File: src/rtl/manchester_byte_assembler_if.sv
// Bus between the Manchester bit decoder, the byte assembler and the byte consumer.
// master = decoder/consumer side, slave = the assembler.
interface manchester_byte_assembler_if #(
    parameter int unsigned COUNT_W = 8
);
    logic               frame_begin;
    logic               bit_strobe;
    logic               bit_data;
    logic [7:0]         byte_data;
    logic               byte_valid;
    logic               byte_ready;
    logic               frame_active;
    logic               frame_done;
    logic               frame_error;
    logic               overrun;
    logic [COUNT_W-1:0] frame_byte_count;

    modport master (
        output frame_begin, bit_strobe, bit_data, byte_ready,
        input  byte_data, byte_valid, frame_active, frame_done, frame_error,
               overrun, frame_byte_count
    );

    modport slave (
        input  frame_begin, bit_strobe, bit_data, byte_ready,
        output byte_data, byte_valid, frame_active, frame_done, frame_error,
               overrun, frame_byte_count
    );
endinterface

File: src/rtl/manchester_byte_assembler.sv
// Packs decoded Manchester bits LSB-first into bytes behind a valid/ready holding register;
// ends frames on a bit-gap timeout. Optional CRC-8 frame check: MANCHESTER_BYTE_ASSEMBLER_CRC8_EN.
module manchester_byte_assembler #(
    parameter int unsigned TIMEOUT_CYCLES = 40,
    parameter int unsigned TIMER_W        = 6,
    parameter int unsigned COUNT_W        = 8
) (
    input  logic                          clock_i,
    input  logic                          reset_i,
    manchester_byte_assembler_if.slave    bus_io
);

    localparam logic [TIMER_W-1:0] TIMER_LAST = TIMER_W'(TIMEOUT_CYCLES - 1);
    localparam logic [TIMER_W-1:0] TIMER_MAX  = '1;
    localparam logic [COUNT_W-1:0] COUNT_MAX  = '1;

    typedef enum logic {
        ST_IDLE,
        ST_RECEIVE
    } state_e;

    state_e               state_q, state_d;
    logic [7:0]           shift_q, shift_d;
    logic [2:0]           bit_cnt_q, bit_cnt_d;
    logic [TIMER_W-1:0]   timer_q, timer_d;
    logic [COUNT_W-1:0]   count_q, count_d;
    logic                 overrun_q, overrun_d;
    logic [7:0]           hold_q, hold_d;
    logic                 hold_valid_q, hold_valid_d;
    logic                 done_q, done_d;
    logic                 error_q, error_d;
    logic                 accept_c;
    logic                 crc_fail_c;
    logic [7:0]           new_byte_c;

`ifdef MANCHESTER_BYTE_ASSEMBLER_CRC8_EN
    logic [7:0]           crc_q, crc_d;

    // Bytes enter the CRC MSB-first, so a trailing CRC byte is the conventional CRC-8 of the payload.
    function automatic logic [7:0] crc8_byte(input logic [7:0] crc, input logic [7:0] data);
        logic [7:0] c;
        c = crc ^ data;
        for (int i = 0; i < 8; i++) begin
            c = c[7] ? ({c[6:0], 1'b0} ^ 8'h07) : {c[6:0], 1'b0};
        end
        return c;
    endfunction

    assign crc_fail_c = (crc_q != 8'h00);
`else
    assign crc_fail_c = 1'b0;
`endif

    assign accept_c   = hold_valid_q & bus_io.byte_ready;
    assign new_byte_c = {bus_io.bit_data, shift_q[6:0]};

    // Next-state and datapath
    always_comb begin
        state_d      = state_q;
        shift_d      = shift_q;
        bit_cnt_d    = bit_cnt_q;
        timer_d      = timer_q;
        count_d      = count_q;
        overrun_d    = overrun_q;
        hold_d       = hold_q;
        hold_valid_d = hold_valid_q;
        done_d       = 1'b0;
        error_d      = 1'b0;
`ifdef MANCHESTER_BYTE_ASSEMBLER_CRC8_EN
        crc_d        = crc_q;
`endif

        if (accept_c) begin
            hold_valid_d = 1'b0;
        end

        unique case (state_q)
            ST_IDLE: begin
                if (bus_io.frame_begin) begin
                    state_d   = ST_RECEIVE;
                    shift_d   = '0;
                    bit_cnt_d = '0;
                    timer_d   = '0;
                    count_d   = '0;
                    overrun_d = 1'b0;
`ifdef MANCHESTER_BYTE_ASSEMBLER_CRC8_EN
                    crc_d     = '0;
`endif
                end
            end

            ST_RECEIVE: begin
                if (bus_io.frame_begin) begin
                    // Abort the current frame and restart; a coincident strobe is dropped.
                    done_d    = 1'b1;
                    error_d   = 1'b1;
                    shift_d   = '0;
                    bit_cnt_d = '0;
                    timer_d   = '0;
                    count_d   = '0;
                    overrun_d = 1'b0;
`ifdef MANCHESTER_BYTE_ASSEMBLER_CRC8_EN
                    crc_d     = '0;
`endif
                end else if (bus_io.bit_strobe) begin
                    shift_d[bit_cnt_q] = bus_io.bit_data;
                    bit_cnt_d          = 3'(bit_cnt_q + 3'd1);
                    timer_d            = '0;
                    if (bit_cnt_q == 3'd7) begin
                        if (count_q != COUNT_MAX) begin
                            count_d = COUNT_W'(count_q + 1'b1);
                        end
`ifdef MANCHESTER_BYTE_ASSEMBLER_CRC8_EN
                        crc_d = crc8_byte(crc_q, new_byte_c);
`endif
                        if (!hold_valid_q || accept_c) begin
                            hold_d       = new_byte_c;
                            hold_valid_d = 1'b1;
                        end else begin
                            overrun_d = 1'b1;
                        end
                    end
                end else if (timer_q == TIMER_LAST) begin
                    done_d  = 1'b1;
                    error_d = (bit_cnt_q != 3'd0) || crc_fail_c;
                    state_d = ST_IDLE;
                end else if (timer_q != TIMER_MAX) begin
                    timer_d = TIMER_W'(timer_q + 1'b1);
                end
            end

            default: state_d = ST_IDLE;
        endcase
    end

    always_ff @(posedge clock_i) begin
        if (reset_i) begin
            state_q      <= ST_IDLE;
            shift_q      <= '0;
            bit_cnt_q    <= '0;
            timer_q      <= '0;
            count_q      <= '0;
            overrun_q    <= 1'b0;
            hold_q       <= '0;
            hold_valid_q <= 1'b0;
            done_q       <= 1'b0;
            error_q      <= 1'b0;
`ifdef MANCHESTER_BYTE_ASSEMBLER_CRC8_EN
            crc_q        <= '0;
`endif
        end else begin
            state_q      <= state_d;
            shift_q      <= shift_d;
            bit_cnt_q    <= bit_cnt_d;
            timer_q      <= timer_d;
            count_q      <= count_d;
            overrun_q    <= overrun_d;
            hold_q       <= hold_d;
            hold_valid_q <= hold_valid_d;
            done_q       <= done_d;
            error_q      <= error_d;
`ifdef MANCHESTER_BYTE_ASSEMBLER_CRC8_EN
            crc_q        <= crc_d;
`endif
        end
    end

    assign bus_io.byte_data        = hold_q;
    assign bus_io.byte_valid       = hold_valid_q;
    assign bus_io.frame_active     = (state_q == ST_RECEIVE);
    assign bus_io.frame_done       = done_q;
    assign bus_io.frame_error      = error_q;
    assign bus_io.overrun          = overrun_q;
    assign bus_io.frame_byte_count = count_q;

endmodule

File: src/flat_wrapper.sv
// flat-port wrapper written by rule: the top's interface ports become plain ports
module manchester_byte_assembler_flat 
#(
    parameter int unsigned TIMEOUT_CYCLES = 40,
    parameter int unsigned TIMER_W        = 6,
    parameter int unsigned COUNT_W        = 8
)
  (clock_i, reset_i, bus_io_frame_begin, bus_io_bit_strobe, bus_io_bit_data, bus_io_byte_ready, bus_io_byte_data, bus_io_byte_valid, bus_io_frame_active, bus_io_frame_done, bus_io_frame_error, bus_io_overrun, bus_io_frame_byte_count);
  manchester_byte_assembler_if #(.COUNT_W(COUNT_W)) bus_io_i ();
  input  logic clock_i;
  input  logic reset_i;
  input wire logic [$bits(bus_io_i.frame_begin)-1:0] bus_io_frame_begin;
  input wire logic [$bits(bus_io_i.bit_strobe)-1:0] bus_io_bit_strobe;
  input wire logic [$bits(bus_io_i.bit_data)-1:0] bus_io_bit_data;
  input wire logic [$bits(bus_io_i.byte_ready)-1:0] bus_io_byte_ready;
  output wire logic [$bits(bus_io_i.byte_data)-1:0] bus_io_byte_data;
  output wire logic [$bits(bus_io_i.byte_valid)-1:0] bus_io_byte_valid;
  output wire logic [$bits(bus_io_i.frame_active)-1:0] bus_io_frame_active;
  output wire logic [$bits(bus_io_i.frame_done)-1:0] bus_io_frame_done;
  output wire logic [$bits(bus_io_i.frame_error)-1:0] bus_io_frame_error;
  output wire logic [$bits(bus_io_i.overrun)-1:0] bus_io_overrun;
  output wire logic [$bits(bus_io_i.frame_byte_count)-1:0] bus_io_frame_byte_count;
  assign bus_io_i.frame_begin = bus_io_frame_begin;
  assign bus_io_i.bit_strobe = bus_io_bit_strobe;
  assign bus_io_i.bit_data = bus_io_bit_data;
  assign bus_io_i.byte_ready = bus_io_byte_ready;
  assign bus_io_byte_data = bus_io_i.byte_data;
  assign bus_io_byte_valid = bus_io_i.byte_valid;
  assign bus_io_frame_active = bus_io_i.frame_active;
  assign bus_io_frame_done = bus_io_i.frame_done;
  assign bus_io_frame_error = bus_io_i.frame_error;
  assign bus_io_overrun = bus_io_i.overrun;
  assign bus_io_frame_byte_count = bus_io_i.frame_byte_count;
  manchester_byte_assembler #(.TIMEOUT_CYCLES(TIMEOUT_CYCLES), .TIMER_W(TIMER_W), .COUNT_W(COUNT_W)) u_core (.clock_i(clock_i), .reset_i(reset_i), .bus_io(bus_io_i));
endmodule
File: config.mk
export PLATFORM = sky130hd
export DESIGN_NAME = manchester_byte_assembler_flat
export DESIGN_NICKNAME = d
export VERILOG_FILES = /design/src/rtl/manchester_byte_assembler_if.sv /design/src/rtl/manchester_byte_assembler.sv /design/src/flat_wrapper.sv
export SDC_FILE = /design/constraint.sdc
export NUM_CORES = 1
export LEC_CHECK = 0
export BUFFER_PORTS_ARGS = -buffer_cell sky130_fd_sc_hd__buf_2
export CORE_MARGIN = 4
export CORE_UTILIZATION = 40
export DETAILED_ROUTE_END_ITERATION = 16
export SKIP_LAST_GASP = 1
export SLEW_MARGIN = 20
export SYNTH_ARGS = -nofsm -noshare
export SYNTH_HDL_FRONTEND = slang
export SYNTH_SLANG_ARGS = --single-unit
File: constraint.sdc
create_clock -name clock_i -period 2.2 [get_ports clock_i]
set_input_delay 0.33 -clock clock_i [delete_from_list [all_inputs] [get_ports clock_i]]
set_output_delay 0.33 -clock clock_i [all_outputs]
set_load 0.02 [all_outputs]
==> impl_metrics.json, run 1 <==
{
  "outcome": "finished clean",
  "numClockSinks": 37,
  "critical-path-max-stage-delay_ns": 0.45,
  "multiInputGateArea_um2": 868,
  "report.power.total_mw": 1.21,
  "worst_r2r_endpoint": "u_core.bus_io.frame_byte_count[7]$_SDFFE_PP0P_",
  "ctsRootBufferMaster": "sky130_fd_sc_hd__clkbuf_8",
  "min-delay-path-class": "input port to register",
  "gpl.final_weighted_congestion": 0.776,
  "cp_common_cell": "sky130_fd_sc_hd__ha_1",
  "die_y_um": 72.6,
  "crit_buf_inv": 0,
  "core_um2": 4030,
  "timing.critical_path.required_ns": 2.41,
  "timing.critical_path.arrival_ns": 2.05,
  "post_synth.cell_area_avg_um2": 8.88,
  "final_hold_viol_count": 0,
  "largest_net_degree_at_the_start_of_global_routing": 18,
  "cell_family_with_most_cp_delay": "simple AND/OR/NAND/NOR gates",
  "final_period_util": 0.836,
  "crit_chain": "ha_1 > ha_1 > a31o_2 > nand3_1 > or4_1 > a21oi_1",
  "worst_skew_late_latency_ns": 0.29,
  "cts_setup_buffers": 0,
  "tritoncts": "yes",
  "max-slew-margin-rel": 0.590,
  "reg2reg_depth": 6,
  "synth_area_um2": 1670,
  "setup.reg_to_reg.worst_slack_ns": 0.36,
  "grtUsageTotal": 0.138,
  "port_buffers": 26,
  "post_synthesis_register_bit_count": 37,
  "tightestPinTransition_ns": 0.615,
  "post_route_cells_drive_above_1_share": 0.194,
  "initial_core_util": 0.415,
  "cts_clk_pin_slew_worst_paths_ns": 0.07,
  "design.portCount": 27,
  "post_cts_hold_buffer_count": 0,
  "synth.yosys.seq_area_share": 0.443,
  "crit_type": "register to register",
  "power_density_nw_per_um2": 627,
  "final_net_count": 226,
  "finClkSkew_ns": 0.00371,
  "vias_per_cell": 5.13,
  "rr_startpoint": "u_core.bit_cnt_q[1]$_SDFFE_PP0P_",
  "crit_path_max_fanout": 8,
  "start_kind": "register",
  "vias_in_the_first_global_route": 1243,
  "min_path_cells": 3,
  "synth.yosys.warnings": 0,
  "vias": 1365,
  "drt_pre_antenna_iters": 4,
  "antennaDiodeCount": 0,
  "drc": 0,
  "syn_nets": 199,
  "max-clock-path-buffers": 2,
  "setup_violations": 0,
  "area.growth.synth_to_final_pct": 15.3,
  "area.sequential_um2": 741,
  "synth_instances": 188,
  "fillerInstances": 419,
  "synth_cell_types": 39,
  "most-common-layout-cells": "sky130_fd_sc_hd__dfxtp_1, sky130_fd_sc_hd__nor2_1, sky130_fd_sc_hd__buf_2",
  "worst_ir_drop_vdd_mv": 0.402,
  "numCtsBuffers": 5,
  "grt_first_pass_wirelength_um": 5690,
  "critPathSlowestCell": "sky130_fd_sc_hd__dfxtp_1",
  "total_leakage_power_nw": 0.723,
  "crit_path_end_kind": "register",
  "place_hpwl_um": 2370,
  "hold_path_origin": "bus_io_bit_data",
  "drt-initial-drc-count": 40,
  "drv.max_cap_violation_count": 0,
  "grt_setup_unrepaired": "false",
  "ant_nets": 0,
  "die_width_um": 72.6,
  "clock.fmax_ghz": 0.543,
  "wl_um": 3330,
  "final-max-slew-violation-count": 0,
  "setup_tns_ns": 0,
  "cts_h_tree_depth": 2,
  "floorplan.die_area_um2": 5270,
  "dr_wl_cell_um": 12.5,
  "antenna_found_initial": 0,
  "worst_hold_path.endpoint": "u_core.shift_q[3]$_SDFFE_PP0P_",
  "grt_remaining_overflow": 0,
  "period_minus_slack_ns": 1.84,
  "rows": 23,
  "post_cts_resized": 0,
  "most_common_library_cell_in_the_layout_ignoring_fill_and_taps": "sky130_fd_sc_hd__dfxtp_1"
}
==> how the worst max path moves through the flow <==
stage	from	to	cells past startpoint
2_1_floorplan	u_core.bit_cnt_q[1]$_SDFFE_PP0P_	u_core.bus_io.frame_byte_count[7]$_SDFFE_PP0P_	6
3_3_place_gp	u_core.bit_cnt_q[1]$_SDFFE_PP0P_	u_core.bus_io.frame_byte_count[7]$_SDFFE_PP0P_	6
3_5_place_dp	u_core.bit_cnt_q[1]$_SDFFE_PP0P_	u_core.bus_io.frame_byte_count[7]$_SDFFE_PP0P_	6
4_1_cts	u_core.bit_cnt_q[1]$_SDFFE_PP0P_	u_core.bus_io.frame_byte_count[7]$_SDFFE_PP0P_	6
5_1_grt	u_core.bit_cnt_q[1]$_SDFFE_PP0P_	u_core.bus_io.frame_byte_count[7]$_SDFFE_PP0P_	6
6_report	u_core.bit_cnt_q[1]$_SDFFE_PP0P_	u_core.bus_io.frame_byte_count[7]$_SDFFE_PP0P_	6
==> power breakdown <==
part	switching, mW	internal, mW	leakage (nW)	total (mW)
sequential	0.00618	0.676	0.299	0.682
combinational	0.0460	0.0229	0.380	0.0689
clock	0.237	0.218	0.0439	0.456
total	0.289	0.917	0.723	1.21
==> kinds of logic after synthesis <==
kind of cell	count (synthesis)	share of synthesized area
simple gates	76	0.226
flops	37	0.443
compound gates	36	0.140
mux	15	0.0899
buf+inv	14	0.0367
xor+xnor	5	0.0262
fa+ha+maj	5	0.0375
==> synthesized netlist by cell type <==
cell type | number | area [um^2]
sky130_fd_sc_hd__ha_1 | 5 | 62.6
sky130_fd_sc_hd__or2_1 | 1 | 6.26
sky130_fd_sc_hd__buf_4 | 1 | 7.51
sky130_fd_sc_hd__or3_1 | 3 | 18.8
sky130_fd_sc_hd__o21ai_0 | 8 | 40.0
sky130_fd_sc_hd__xor2_1 | 3 | 26.3
sky130_fd_sc_hd__nor3b_1 | 1 | 7.51
sky130_fd_sc_hd__a21boi_0 | 1 | 7.51
sky130_fd_sc_hd__nand2_1 | 8 | 30.0
sky130_fd_sc_hd__o31a_1 | 1 | 8.76
sky130_fd_sc_hd__nor2_1 | 29 | 109
sky130_fd_sc_hd__o31ai_1 | 1 | 7.51
sky130_fd_sc_hd__nor2b_1 | 3 | 18.8
sky130_fd_sc_hd__nand4b_1 | 2 | 17.5
sky130_fd_sc_hd__dfxtp_1 | 37 | 741
sky130_fd_sc_hd__buf_2 | 4 | 20.0
sky130_fd_sc_hd__o21ai_1 | 1 | 5.00
sky130_fd_sc_hd__nor3_1 | 9 | 45.0
sky130_fd_sc_hd__xnor2_1 | 2 | 17.5
sky130_fd_sc_hd__o2111ai_1 | 2 | 17.5
sky130_fd_sc_hd__nand4_1 | 1 | 6.26
sky130_fd_sc_hd__and4bb_2 | 1 | 12.5
sky130_fd_sc_hd__mux2i_1 | 15 | 150
sky130_fd_sc_hd__o21a_1 | 2 | 15.0
sky130_fd_sc_hd__a31o_2 | 1 | 8.76
sky130_fd_sc_hd__or4_1 | 1 | 7.51
sky130_fd_sc_hd__clkbuf_1 | 3 | 11.3
sky130_fd_sc_hd__a31oi_1 | 2 | 12.5
sky130_fd_sc_hd__nand3b_1 | 1 | 7.51
sky130_fd_sc_hd__nor4_1 | 1 | 6.26
sky130_fd_sc_hd__a211oi_1 | 2 | 15.0
sky130_fd_sc_hd__o21bai_4 | 1 | 18.8
sky130_fd_sc_hd__a21oi_1 | 13 | 65.1
sky130_fd_sc_hd__o31ai_2 | 1 | 12.5
sky130_fd_sc_hd__inv_1 | 6 | 22.5
sky130_fd_sc_hd__nand3_1 | 10 | 50.1
sky130_fd_sc_hd__nand3_2 | 1 | 10.0
sky130_fd_sc_hd__nand2_2 | 1 | 6.26
sky130_fd_sc_hd__nand2b_1 | 3 | 18.8
==> flip-flops by register name, summed over array words and instances (netlist names) <==
name / cells
u_core.bit_cnt_q: 3
u_core.bus_io.byte_data: 8
u_core.bus_io.byte_valid: 1
u_core.bus_io.frame_active: 1
u_core.bus_io.frame_byte_count: 8
u_core.bus_io.frame_done: 1
u_core.bus_io.frame_error: 1
u_core.bus_io.overrun: 1
u_core.shift_q: 7
u_core.timer_q: 6
==> per-stage QoR <==
step | instances | cell area, um^2 | util | hold slack [ns] | worst slack [ns]
finish | 266 | 1930 | 0.478 | 0.354 | 0.360
detailed placement | 258 | 1840 | 0.457 | 0.463 | 0.399
global route | 266 | 1930 | 0.478 | 0.372 | 0.219
CTS | 266 | 1930 | 0.478 | 0.345 | 0.373
floorplan | 188 | 1670 | - | 0.453 | 0.516
global placement | 258 | 1840 | 0.457 | 0.468 | 0.440
==> worst register-to-register path, stage by stage, from the launching register on <==
cell                      delay, ns
sky130_fd_sc_hd__dfxtp_1       0.45
sky130_fd_sc_hd__ha_1          0.20
sky130_fd_sc_hd__ha_1          0.18
sky130_fd_sc_hd__a31o_2        0.24
sky130_fd_sc_hd__nand3_1       0.14
sky130_fd_sc_hd__or4_1         0.41
sky130_fd_sc_hd__a21oi_1       0.14
==> cell type report <==
type	count	area share
multi-input combinational	137	0.451
sequential	37	0.385
timing repair buffer	28	0.0754
clock buffer	5	0.0357
inverter	6	0.0117
clock inverter	3	0.00910
tap	50	0.0325
==> metal layers <==
layer	global-route usage	routed length, um	vias up
met4	0.0615	54	0
met1	0.182	1700	621
li1	-	-	716
met5	0	0	-
met2	0.204	1390	24
met3	0.0455	183	4
Power figures use the tool's default switching activity.
==> run 2: changes to the inputs <==
==> constraint.sdc (replaced) <==
create_clock -name clock_i -period 1.67 [get_ports clock_i]
set_input_delay 0.2505 -clock clock_i [delete_from_list [all_inputs] [get_ports clock_i]]
set_output_delay 0.2505 -clock clock_i [all_outputs]
set_load 0.02 [all_outputs]
==> run 2 against run 1 <==
Net effect:
- via count is 3.7% higher
- sequential share of layout area is 3.0 points lower
- register-to-register slack worse by 0.26 ns
- clock power is 65% higher
- maximum frequency is 18% higher
- critical path depth stayed put
- utilization is 4.2 points higher
- combinational power is 52% higher
- global-route usage is 0.086 points lower
- critical endpoint unchanged
- largest power group unchanged
- highest routed layer unchanged
==> impl_metrics.json, run 2 (synthesis gave the netlist of run 1 again) <==
{
  "vias": 1415,
  "antenna_found_initial": 0,
  "wl_um": 3330,
  "total_leakage_power_nw": 0.799,
  "vias_in_the_first_global_route": 1266,
  "setup.reg_to_reg.worst_slack_ns": 0.10,
  "drt_pre_antenna_iters": 4,
  "grt_first_pass_wirelength_um": 5710,
  "reg2reg_depth": 6,
  "crit_path_end_kind": "register",
  "clock.fmax_ghz": 0.639,
  "grt_remaining_overflow": 0,
  "outcome": "finished clean",
  "place_hpwl_um": 2440,
  "gpl.final_weighted_congestion": 0.807,
  "fin_util": 0.520,
  "design.portCount": 27,
  "antennaDiodeCount": 0,
  "worst_ir_drop_vdd_mv": 0.543,
  "drv.max_cap_violation_count": 0,
  "finClkSkew_ns": 0.00834,
  "power_density_nw_per_um2": 837,
  "vias_per_cell": 5.09,
  "most_common_library_cell_in_the_layout_ignoring_fill_and_taps": "sky130_fd_sc_hd__dfxtp_1",
  "die_y_um": 72.6,
  "initial_core_util": 0.415,
  "floorplan.die_area_um2": 5270,
  "min-delay-path-class": "input port to register",
  "grtUsageTotal": 0.137,
  "worst_setup_path_startpoint": "u_core.bit_cnt_q[0]$_SDFFE_PP0P_",
  "largest_net_degree_at_the_start_of_global_routing": 18,
  "most-common-layout-cells": "sky130_fd_sc_hd__dfxtp_1, sky130_fd_sc_hd__nor2_1, sky130_fd_sc_hd__buf_2",
  "port_buffers": 26,
  "final-max-slew-violation-count": 0,
  "rr_startpoint": "u_core.bit_cnt_q[0]$_SDFFE_PP0P_",
  "final_period_util": 0.938,
  "numCtsBuffers": 5,
  "crit_path_max_fanout": 6,
  "setup_violations": 0,
  "drt-initial-drc-count": 51,
  "worst_setup_path_endpoint": "u_core.bus_io.frame_byte_count[7]$_SDFFE_PP0P_",
  "post_route_cells_drive_above_1_share": 0.268,
  "worst_skew_late_latency_ns": 0.29,
  "area.growth.synth_to_final_pct": 25.4,
  "rows": 23,
  "ctsRootBufferMaster": "sky130_fd_sc_hd__clkbuf_8",
  "final_hold_viol_count": 0,
  "tightestPinTransition_ns": 0.653,
  "numClockSinks": 37,
  "ant_nets": 0,
  "core_um2": 4030,
  "worst_slack_ns": 0.104,
  "timing.critical_path.arrival_ns": 1.78,
  "tritoncts": "yes",
  "hold_path_origin": "bus_io_bit_data",
  "dr_wl_cell_um": 12.0,
  "dpl_worst_slack_ns": 0.000349,
  "worst_r2r_endpoint": "u_core.bus_io.frame_byte_count[7]$_SDFFE_PP0P_",
  "timing.critical_path.required_ns": 1.88,
  "die_width_um": 72.6,
  "final_net_count": 238,
  "crit_type": "register to register",
  "cts_clk_pin_slew_worst_paths_ns": 0.07,
  "max-slew-margin-rel": 0.565,
  "drc": 0,
  "period_minus_slack_ns": 1.57,
  "start_kind": "register",
  "cts_h_tree_depth": 2,
  "max-clock-path-buffers": 2
}
==> run 2: cell count changes in the layout (fill, tap and decap cells not counted), moves of 2 or more <==
cell / before / now
sky130_fd_sc_hd__ha_4: 0 / 2
sky130_fd_sc_hd__ha_1: 5 / 3
sky130_fd_sc_hd__dfxtp_1: 37 / 35
sky130_fd_sc_hd__clkinv_2: 2 / 0
sky130_fd_sc_hd__dfxtp_2: 0 / 2
sky130_fd_sc_hd__buf_4: 2 / 14
==> run 2: per-stage QoR <==
| step | cells | hold WS [ns] | cell area [um^2] | TNS [ns] | power (mW) |
|---|---|---|---|---|---|
| after detailed placement | 270 | 0.471 | 1930 | 0 | 1.02 |
| after floorplan | 188 | 0.421 | 1670 | 0 | 0.984 |
| after CTS | 278 | 0.259 | 2050 | 0 | 1.79 |
| final | 278 | 0.276 | 2090 | 0 | 1.75 |
| after global placement | 270 | 0.465 | 1930 | 0 | 1.02 |
| after global routing | 278 | 0.291 | 2090 | -0.0000782 | 1.84 |
==> run 2: layout make-up <==
| class | count | area, um^2 |
|---|---|---|
| clock buffer | 6 | 72.6 |
| clock inverter | 2 | 38.8 |
| fill | 382 | 1930 |
| inverter | 6 | 22.5 |
| multi-input combinational | 137 | 920 |
| sequential | 37 | 743 |
| tap | 50 | 62.6 |
| timing repair buffer | 40 | 235 |
==> run 2: worst min path at each step <==
stage	slack [ns]	depth (start not counted)	endpoint
2_1_floorplan	0.42	3	u_core.bus_io.frame_byte_count[3]$_SDFFE_PP0P_
3_3_place_gp	0.46	2	u_core.bus_io.overrun$_SDFFE_PP0P_
3_5_place_dp	0.47	2	u_core.bus_io.overrun$_SDFFE_PP0P_
4_1_cts	0.26	3	u_core.shift_q[3]$_SDFFE_PP0P_
5_1_grt	0.29	3	u_core.shift_q[3]$_SDFFE_PP0P_
6_report	0.28	3	u_core.shift_q[3]$_SDFFE_PP0P_
==> run 2: what timing repair did <==
action / in CTS / in global routing
endpoints found under the setup margin: 1 / 10
pin swaps: 0 / 1
setup buffers: 0 / 0
gates resized for setup: 2 / 8
hold buffers: 0 / 0
==> run 2: worst max-delay path: stages (launching register included) <==
cell and delay, ns:
sky130_fd_sc_hd__dfxtp_2 0.36, sky130_fd_sc_hd__ha_4 0.14, sky130_fd_sc_hd__ha_4 0.14, sky130_fd_sc_hd__a31o_4 0.19, sky130_fd_sc_hd__nand3_2 0.10, sky130_fd_sc_hd__or4_4 0.42
sky130_fd_sc_hd__a21oi_2 0.13
==> run 2: per-layer routing <==
| metal | global-route usage | up-vias | wire (um) |
|---|---|---|---|
| li1 | - | 742 | - |
| met1 | 0.187 | 643 | 1690 |
| met2 | 0.197 | 25 | 1420 |
| met3 | 0.0386 | 5 | 174 |
| met4 | 0.0676 | 0 | 51 |
| met5 | 0 | - | 0 |
==> run 2: where the power goes <==
part / total [mW] / switching [mW] / internal (mW)
Clock: 0.751 / 0.303 / 0.448
Combinational: 0.105 / 0.0657 / 0.0390
Sequential: 0.897 / 0.00660 / 0.891
==> run 3: changes to the inputs <==
==> constraint.sdc (replaced) <==
create_clock -name clock_i -period 1.9 [get_ports clock_i]
set_input_delay 0.285 -clock clock_i [delete_from_list [all_inputs] [get_ports clock_i]]
set_output_delay 0.285 -clock clock_i [all_outputs]
set_load 0.02 [all_outputs]
==> run 3 against run 2 <==
Net effect:
- sequential cell count is the same
- combinational power shrank 17%
- sequential power down 12%
- highest routed layer unchanged
- sequential share of layout area up 2.0 points
- setup slack improved by 0.080 ns
- die area unchanged
- global-route usage is 0.66 points higher
- count of clock-buffer cells in the layout shrank 1
==> impl_metrics.json, run 3 (synthesis gave the netlist of run 1 again) <==
{
  "initial_core_util": 0.415,
  "area.growth.synth_to_final_pct": 18.4,
  "final_hold_viol_count": 0,
  "crit_type": "register to register",
  "grt_setup_unrepaired": "false",
  "tritoncts": "yes",
  "cts_clk_pin_slew_worst_paths_ns": 0.08,
  "worst_r2r_endpoint": "u_core.bus_io.frame_byte_count[7]$_SDFFE_PP0P_",
  "worst_setup_path_endpoint": "u_core.bus_io.frame_byte_count[7]$_SDFFE_PP0P_",
  "drc": 0,
  "reg2reg_depth": 6,
  "place_hpwl_um": 2470,
  "antenna_found_initial": 0,
  "floorplan.die_area_um2": 5270,
  "grt_first_pass_wirelength_um": 5980,
  "stdcell_area_um2": 1980,
  "cts_h_tree_depth": 2,
  "port_buffers": 26,
  "setup_violations": 0,
  "largest_net_degree_at_the_start_of_global_routing": 16,
  "ant_nets": 0,
  "total_leakage_power_nw": 0.747,
  "rows": 23,
  "drv.max_cap_violation_count": 0,
  "most_common_library_cell_in_the_layout_ignoring_fill_and_taps": "sky130_fd_sc_hd__dfxtp_1",
  "post-place-cells": 264,
  "placed_cell_area_um2": 1880,
  "die_width_um": 72.6,
  "worst_skew_late_latency_ns": 0.29,
  "vias_per_cell": 5.15,
  "final-max-slew-violation-count": 0,
  "die_y_um": 72.6,
  "antennaDiodeCount": 0,
  "post_route_cells_drive_above_1_share": 0.221,
  "drt-initial-drc-count": 33,
  "most-common-layout-cells": "sky130_fd_sc_hd__dfxtp_1, sky130_fd_sc_hd__nor2_1, sky130_fd_sc_hd__buf_2",
  "final_cell_count_no_fill": 272,
  "final_period_util": 0.903,
  "drt_pre_antenna_iters": 4,
  "start_kind": "register",
  "clock.fmax_ghz": 0.583,
  "outcome": "finished clean",
  "numCtsBuffers": 5,
  "power_density_nw_per_um2": 724,
  "worst_setup_path_startpoint": "u_core.bit_cnt_q[0]$_SDFFE_PP0P_",
  "timing.critical_path.required_ns": 2.13,
  "grt_remaining_overflow": 0,
  "finClkSkew_ns": 0.0122,
  "min-delay-path-class": "input port to register",
  "vias_in_the_first_global_route": 1330,
  "gpl.final_weighted_congestion": 0.767,
  "ctsRootBufferMaster": "sky130_fd_sc_hd__clkbuf_8",
  "setup.reg_to_reg.worst_slack_ns": 0.18,
  "crit_path_max_fanout": 7,
  "setup_tns_ns": 0,
  "design.portCount": 27,
  "grtUsageTotal": 0.144,
  "dr_wl_cell_um": 12.7,
  "tightestPinTransition_ns": 0.358,
  "vias": 1402,
  "max-slew-margin-rel": 0.759,
  "core_um2": 4030,
  "wl_um": 3440,
  "max-clock-path-buffers": 2,
  "numClockSinks": 37,
  "final_net_count": 232,
  "rr_startpoint": "u_core.bit_cnt_q[0]$_SDFFE_PP0P_",
  "cts_setup_buffers": 0,
  "crit_path_end_kind": "register",
  "report.power.total_mw": 1.43,
  "period_minus_slack_ns": 1.72,
  "worst_ir_drop_vdd_mv": 0.408,
  "timing.critical_path.arrival_ns": 1.95
}
==> run 3: changes by cell type in the layout (fill, tap and decap cells not counted), moves of 2 or more <==
| cell | delta |
|---|---|
| sky130_fd_sc_hd__ha_4 | -2 |
| sky130_fd_sc_hd__ha_1 | +2 |
| sky130_fd_sc_hd__clkinvlp_4 | +3 |
| sky130_fd_sc_hd__buf_4 | -6 |
==> run 3: area by class of cell <==
| class | instances | area [um^2] |
|---|---|---|
| clock inverters | 3 | 22.5 |
| well taps | 50 | 62.6 |
| inverters | 6 | 22.5 |
| clock buffers | 5 | 68.8 |
| fillers | 419 | 2050 |
| multi-input cells | 137 | 868 |
| repair buffers | 34 | 190 |
| flip-flops and latches | 37 | 742 |
==> run 3: worst max-delay path, stage by stage (launching register included) <==
cell and delay (ns):
sky130_fd_sc_hd__dfxtp_2 0.38, sky130_fd_sc_hd__ha_1 0.16, sky130_fd_sc_hd__ha_1 0.18, sky130_fd_sc_hd__a31o_2 0.24
sky130_fd_sc_hd__nand3_1 0.14, sky130_fd_sc_hd__or4_1 0.41, sky130_fd_sc_hd__a21oi_1 0.14
==> run 3: power breakdown <==
| part | total [mW] | switching (mW) | internal [mW] |
|---|---|---|---|
| clock | 0.556 | 0.299 | 0.257 |
| sequential | 0.789 | 0.00619 | 0.782 |
| combinational | 0.0874 | 0.0565 | 0.0309 |
==> run 3: layer usage <==
layer / routed length [um] / global-route usage / up-vias
met5: 0 / 0 / -
met4: 57 / 0.0553 / 0
met3: 185 / 0.0427 / 7
met2: 1470 / 0.215 / 24
met1: 1730 / 0.194 / 640
li1: - / - / 731
==> run 3: metrics by stage <==
stage	setup slack, ns	hold slack, ns	utilization
final	0.184	0.301	0.491
after global routing	0.0243	0.302	0.491
after detailed placement	0.122	0.467	0.468
after CTS	0.112	0.289	0.490
after global placement	0.185	0.465	0.468
after floorplan	0.216	0.453	-
==> run 3: how the worst min path moves through the flow <==
stage,start,end,slack [ns],cells past startpoint
after floorplan,u_core.shift_q[3]$_SDFFE_PP0P_,u_core.shift_q[3]$_SDFFE_PP0P_,0.45,2
after global placement,u_core.bus_io.overrun$_SDFFE_PP0P_,u_core.bus_io.overrun$_SDFFE_PP0P_,0.47,2
after detailed placement,u_core.bus_io.overrun$_SDFFE_PP0P_,u_core.bus_io.overrun$_SDFFE_PP0P_,0.47,2
after CTS,bus_io_bit_data,u_core.shift_q[3]$_SDFFE_PP0P_,0.29,3
after global routing,bus_io_bit_data,u_core.shift_q[3]$_SDFFE_PP0P_,0.30,3
final,bus_io_bit_data,u_core.shift_q[3]$_SDFFE_PP0P_,0.30,3
==> run 3: what timing repair did <==
item                                    4_1_cts  5_1_grt
gates resized for setup                       0        1
hold buffers                                  0        0
endpoints found under the setup margin        0        1
